[config.mk]
export PLATFORM = sky130hd
export DESIGN_NAME = bcd_display_sequencer_flat
export DESIGN_NICKNAME = d
export VERILOG_FILES = /design/src/rtl/bcd_display_sequencer_if.sv /design/src/rtl/bcd_display_sequencer.sv /design/src/flat_wrapper.sv
export SDC_FILE = /design/constraint.sdc
export NUM_CORES = 1
export LEC_CHECK = 0
export CORE_UTILIZATION = 50
export CTS_CLUSTER_DIAMETER = 80
export DETAILED_ROUTE_END_ITERATION = 7
export DONT_BUFFER_PORTS = 1
export PLACE_DENSITY = 0.68
export SLEW_MARGIN = 20
export SYNTH_ARGS = -nofsm -noshare
export SYNTH_HDL_FRONTEND = slang
export SYNTH_SLANG_ARGS = --single-unit
[constraint.sdc]
create_clock -name clk -period 13.4 [get_ports clk]
set_clock_uncertainty 0.1 [all_clocks]
set_input_delay 2.01 -clock clk [delete_from_list [all_inputs] [get_ports clk]]
set_output_delay 2.01 -clock clk [all_outputs]
set_load 0.02 [all_outputs]
[src/rtl/bcd_display_sequencer_if.sv]
// Strobe/trigger inputs from clkscaler plus the BCD value, SPI link and busy flag of the sequencer.
interface bcd_display_sequencer_if #(
  parameter int DIGITS = 8
);
  logic [DIGITS-1:0]   trigger;
  logic                inc_strobe;
  logic                ref_strobe;
  logic [4*DIGITS-1:0] digits;
  logic                spi_cs_n;
  logic                spi_sclk;
  logic                spi_mosi;
  logic                busy;

  modport master (
    output trigger, inc_strobe, ref_strobe,
    input  digits, spi_cs_n, spi_sclk, spi_mosi, busy
  );

  modport slave (
    input  trigger, inc_strobe, ref_strobe,
    output digits, spi_cs_n, spi_sclk, spi_mosi, busy
  );
endinterface

[src/rtl/bcd_display_sequencer.sv]
// BCD counter bumped by inc_strobe, serialised to a MAX7219-style driver over write-only SPI.
// After reset the four driver init frames go out first, then one refresh burst per request.
module bcd_display_sequencer #(
  parameter int       DIGITS    = 8,
  parameter int       CLK_DIV   = 4,
  parameter logic [3:0] INTENSITY = 4'h7
) (
  input  logic clk,
  input  logic reset,
  bcd_display_sequencer_if.slave bus
);

  localparam int SLOT = 2 * CLK_DIV;
  localparam int CW   = $clog2(SLOT + 1);

  typedef enum logic [2:0] {INIT, LOAD, SHIFT, GAP, IDLE} state_t;

  state_t              state, next_state;
  logic [4*DIGITS-1:0] digits_q, digits_next, inc_val;
  logic [4*DIGITS-1:0] snap, next_snap;
  logic                pending, next_pending;
  logic                is_refresh, next_is_refresh;
  logic [3:0]          frame_idx, next_frame_idx;
  logic [3:0]          bit_idx, next_bit_idx;
  logic [CW-1:0]       cnt, next_cnt;
  logic [15:0]         frame;
  logic [3:0]          digit_sel;
  logic [4:0]          sum;
  logic                carry;
  logic                last_frame;
  logic                cs_n, sclk, mosi;

  // Ripple BCD add of the 0/1-per-digit trigger mask; top carry is dropped.
  always_comb begin
    carry   = 1'b0;
    sum     = '0;
    inc_val = '0;
    for (int i = 0; i < DIGITS; i++) begin
      sum = {1'b0, digits_q[4*i +: 4]} + {4'b0, bus.trigger[i]} + {4'b0, carry};
      if (sum >= 5'd10) begin
        inc_val[4*i +: 4] = sum[3:0] - 4'd10;
        carry             = 1'b1;
      end else begin
        inc_val[4*i +: 4] = sum[3:0];
        carry             = 1'b0;
      end
    end
    digits_next = bus.inc_strobe ? inc_val : digits_q;
  end

  always_comb begin
    digit_sel = '0;
    for (int i = 0; i < DIGITS; i++) begin
      if (frame_idx == 4'(i)) digit_sel = snap[4*i +: 4];
    end
    frame = 16'h0000;
    if (is_refresh) begin
      frame = {4'h0, frame_idx + 4'd1, 4'h0, digit_sel};
    end else begin
      case (frame_idx)
        4'd0:    frame = 16'h09FF;
        4'd1:    frame = {8'h0A, 4'h0, INTENSITY};
        4'd2:    frame = {8'h0B, 8'(DIGITS - 1)};
        default: frame = 16'h0C01;
      endcase
    end
    last_frame = (frame_idx == (is_refresh ? 4'(DIGITS - 1) : 4'd3));
  end

  always_comb begin
    next_state      = state;
    next_snap       = snap;
    next_pending    = pending | (bus.ref_strobe && (state != IDLE));
    next_is_refresh = is_refresh;
    next_frame_idx  = frame_idx;
    next_bit_idx    = bit_idx;
    next_cnt        = cnt;
    cs_n            = 1'b1;
    sclk            = 1'b0;
    mosi            = 1'b0;
    case (state)
      INIT: begin
        next_is_refresh = 1'b0;
        next_frame_idx  = '0;
        next_cnt        = '0;
        next_state      = LOAD;
      end
      IDLE: begin
        if (pending || bus.ref_strobe) begin
          next_pending    = 1'b0;
          next_snap       = digits_next;
          next_is_refresh = 1'b1;
          next_frame_idx  = '0;
          next_cnt        = '0;
          next_state      = LOAD;
        end
      end
      // LOAD is the first cycle of slot 0, so SHIFT resumes that slot at count 1.
      LOAD: begin
        cs_n         = 1'b0;
        mosi         = frame[15];
        next_bit_idx = '0;
        next_cnt     = CW'(1);
        next_state   = SHIFT;
      end
      SHIFT: begin
        cs_n = 1'b0;
        sclk = (cnt >= CW'(CLK_DIV));
        mosi = frame[4'd15 - bit_idx];
        if (cnt == CW'(SLOT - 1)) begin
          next_cnt = '0;
          if (bit_idx == 4'd15) next_state = GAP;
          else                  next_bit_idx = bit_idx + 4'd1;
        end else begin
          next_cnt = cnt + CW'(1);
        end
      end
      GAP: begin
        if (cnt == CW'(SLOT - 1)) begin
          next_cnt       = '0;
          next_frame_idx = frame_idx + 4'd1;
          next_state     = last_frame ? IDLE : LOAD;
        end else begin
          next_cnt = cnt + CW'(1);
        end
      end
      default: next_state = INIT;
    endcase
  end

  always_ff @(posedge clk or posedge reset) begin
    if (reset) begin
      state      <= INIT;
      digits_q   <= '0;
      snap       <= '0;
      pending    <= 1'b0;
      is_refresh <= 1'b0;
      frame_idx  <= '0;
      bit_idx    <= '0;
      cnt        <= '0;
    end else begin
      state      <= next_state;
      digits_q   <= digits_next;
      snap       <= next_snap;
      pending    <= next_pending;
      is_refresh <= next_is_refresh;
      frame_idx  <= next_frame_idx;
      bit_idx    <= next_bit_idx;
      cnt        <= next_cnt;
    end
  end

  assign bus.digits   = digits_q;
  assign bus.spi_cs_n = cs_n;
  assign bus.spi_sclk = sclk;
  assign bus.spi_mosi = mosi;
  assign bus.busy     = !((state == IDLE) && !pending && !bus.ref_strobe);

endmodule

[src/flat_wrapper.sv]
// flat-port wrapper written by rule: the top's interface ports become plain ports
module bcd_display_sequencer_flat 
#(
  parameter int       DIGITS    = 8,
  parameter int       CLK_DIV   = 4,
  parameter logic [3:0] INTENSITY = 4'h7
)
  (clk, reset, bus_trigger, bus_inc_strobe, bus_ref_strobe, bus_digits, bus_spi_cs_n, bus_spi_sclk, bus_spi_mosi, bus_busy);
  bcd_display_sequencer_if #(.DIGITS(DIGITS)) bus_i ();
  input  logic clk;
  input  logic reset;
  input wire logic [$bits(bus_i.trigger)-1:0] bus_trigger;
  input wire logic [$bits(bus_i.inc_strobe)-1:0] bus_inc_strobe;
  input wire logic [$bits(bus_i.ref_strobe)-1:0] bus_ref_strobe;
  output wire logic [$bits(bus_i.digits)-1:0] bus_digits;
  output wire logic [$bits(bus_i.spi_cs_n)-1:0] bus_spi_cs_n;
  output wire logic [$bits(bus_i.spi_sclk)-1:0] bus_spi_sclk;
  output wire logic [$bits(bus_i.spi_mosi)-1:0] bus_spi_mosi;
  output wire logic [$bits(bus_i.busy)-1:0] bus_busy;
  assign bus_i.trigger = bus_trigger;
  assign bus_i.inc_strobe = bus_inc_strobe;
  assign bus_i.ref_strobe = bus_ref_strobe;
  assign bus_digits = bus_i.digits;
  assign bus_spi_cs_n = bus_i.spi_cs_n;
  assign bus_spi_sclk = bus_i.spi_sclk;
  assign bus_spi_mosi = bus_i.spi_mosi;
  assign bus_busy = bus_i.busy;
  bcd_display_sequencer #(.DIGITS(DIGITS), .CLK_DIV(CLK_DIV), .INTENSITY(INTENSITY)) u_core (.clk(clk), .reset(reset), .bus(bus_i));
endmodule
==> results of run 1 <==
## cell type report
type | instances | area (sq um)
clock buffer | 11 | 151
clock inverter | 5 | 61.3
fill | 854 | 3980
inverter | 32 | 121
multi-input combinational | 439 | 3380
sequential | 81 | 2030
tap | 136 | 170
timing repair buffer | 56 | 424
## cells in the final DEF, fill, tap and decap left out, types with 5 or more instances in the layout
master / count
a211oi_1: 6
a21oi_1: 30
a21oi_2: 10
a22o_1: 7
a31oi_1: 8
and3_1: 5
buf_4: 55
clkbuf_8: 11
dfrtp_1: 81
fa_2: 7
ha_1: 6
ha_2: 5
ha_4: 12
inv_1: 29
mux2_2: 30
nand2_1: 65
nand2b_1: 19
nand3_1: 18
nor2_1: 38
nor2b_1: 9
nor3_1: 9
o211ai_1: 5
o21ai_0: 34
o21ai_1: 9
o31a_1: 6
o31ai_1: 12
or2_2: 5
xnor2_1: 8
## power breakdown
part	internal, uW	switching (uW)	total (uW)
sequential	287	138	425
combinational	412	321	732
clock	96.9	88.7	186
total	796	548	1340
## flip-flops by register name (all words and copies together), names as in the netlist
name / cells
u_core.cnt: 4
u_core.pending: 1
u_core.bus.digits: 32
u_core.frame_idx: 4
u_core.state: 3
u_core.snap: 32
u_core.bit_idx: 4
u_core.is_refresh: 1
## worst min-delay path, stage by stage, from the launching register on
cell     delay [ns]
dfrtp_1        0.35
nand2_1        0.05
nand2_1        0.05
## per-stage QoR
stage	power, uW	setup TNS, ns	utilization, %
finish	1340	0	61.4
detailed placement	1070	-1.01	57.3
floorplan	859	-0.0463	-
global route	1440	-0.450	61.4
CTS	1260	0	59.4
global placement	1040	0	57.3
## kinds of logic after synthesis
logic type	after synthesis	share of synthesized area (%)
adders and majority gates	30	8.06
DFF	81	38.2
xor gates and xnor gates	20	3.30
and+or+nand+nor	185	16.7
AOI/OAI and AO/OA	167	21.0
buffers and inverters	60	4.81
muxes	37	7.92
## what timing repair did
item | in CTS | in global routing
pin swaps | 0 | 35
setup endpoints to repair | 1 | 6
gates resized for setup | 1 | 19
buffers inserted | 0 | 16
## worst paths after layout
path	end	slack, ns	cells after the start
setup / recovery	u_core.snap[29]$_DFFE_PP0P_	0.43	66
hold / removal	u_core.snap[11]$_DFFE_PP0P_	0.38	2
setup reg to reg	u_core.snap[29]$_DFFE_PP0P_	1.53	66
hold reg to reg	u_core.snap[11]$_DFFE_PP0P_	0.38	2
max in group asynchronous	u_core.snap[18]$_DFFE_PP0P_	11.09	2
min in group asynchronous	u_core.state[1]$_DFFE_PP0P_	1.62	2
## metal layers
metal  vias to the layer above  track usage (%)
met2                        98             35.5
met3                         9             4.12
met1                      2171             30.0
met4                         0             4.93
li1                       2165                -
met5                         -                0
==> reports/metrics.cfg, run 1 <==
[status]
status = complete, no violations

[grt]
grt_usage_pct = 21.7
antenna_found_initial = 0
grt_pass1_vias = 4234
grt_pass1_wl_microns = 19800
grt_overflow = 0
grt_start_max_net_pins = 82

[worst_setup_path]
path_max_fanout = 4
path_class = primary input to flop
max_stage_delay_ns = 0.39
path_common_cell = ha_4
crit_path_top_delay_cell = fa_2
crit_family = adder cells
startpoint = bus_trigger[0]
startpoint_type = primary input
cp.arrival_ns = 13.10
required_ns = 13.53
crit_buf_inv = 6
r2r-start = u_core.bus.digits[0]$_DFF_PP0_
critPathCaptureType = flop

[die]
initial_core_util_pct = 51.4
die_h_microns = 105
die_area_sq_um = 11000
die_w_microns = 105
core_area_sq_um = 10300
ioPinCount = 48
rows = 37

[timing]
setup_viol = 0
slew_headroom_pct = 52.4
max_freq_ghz = 0.0771
hold_viol_final = 0
layout_worst_path_cycle_share_pct = 96.8
setup_slack_ns = 0.429
whs_ns = 0.377
drv_slew = 0
grt_setup_unrepaired = yes
layout_min_cycle_time_ns = 12.97
worst_slew_pin_slew_ns = 0.713

[final_layout]
final_area_sq_um = 6340
area_growth_pct = 19.5
nNetsFinal = 661
final_cell_count_no_fill = 760
diodes = 0
drive_above_1_share_pct = 27.7

[route]
drt-met1-wl_microns = 5530
wl_met3_microns = 474
drtAntennaViolNets = 0
drcViolationCount = 0
avgViaCountPerCell = 5.85
met2_length_microns = 5770
wl_per_cell_microns = 15.6
dr.pass1.iters = 5
top_layer = met4
vias = 4443
wirelength_microns = 11900
drtIter0Drc = 303

[logic_synthesis]
synth_top_flop_cell = dfrtp_1
seq_area_frac_synth_pct = 38.2
synthCells = 580
async_flop_share_pct = 100
syn_area_sq_um = 5310
synth_edf_count = 0
synth_top_area_cell = dfrtp_1
synth_top_area_share_pct = 38.2
syn_avg_cell_area_sq_um = 9.15
syn-num-nets = 622
synth_warnings = 0
ys_ff_latch = 81
ys_top_cells_by_area = dfrtp_1 (38%), mux2_2 (6.8%), ha_1 (5.4%)
yosysMostFrequentCell = dfrtp_1
synth.distinct_cells = 64
synthTopCellsByCount = dfrtp_1 (81), nand2_1 (65), o21ai_0 (43)

[clocking]
cts.path.max_buffers = 2
cts.sinks = 81
root_buffer = clkbuf_8
ctsHoldBuffers = 0
htreeDepth = 3
cts_tree = built
cts.clk_slew.worst_paths_ns = 0.08
clock_latency_ns = 0.35
cts_made_buffers = 9

[min_path]
hold_path.class = flop to flop
hold_path.startpoint = u_core.snap[11]$_DFFE_PP0P_

[place]
place.gp.congestion = 0.912
post-place-ws_ns = -0.371
dp_cells = 728
detailed_place.area_sq_um = 5910
io_buffers = 0
hpwl_microns = 8300

[power]
power_density_nw_per_um2 = 212
power.static_leakage_uw = 0.00273
max-vdd-ir-drop_mv = 0.134

[run]
drv_cap = 0

Power figures use the tool's default switching activity.
==> inputs of run 2 (changes only) <==
Settings changed: ABC_AREA set to 0.
==> results of run 2 <==
Same layout as run 1: the final DEF is identical, and so are final timing and power.
==> inputs of run 3 (changes only) <==
Settings changed: CAP_MARGIN set to 5.
==> results of run 3 <==
Same layout as run 1: the final DEF is identical, and so are final timing and power.
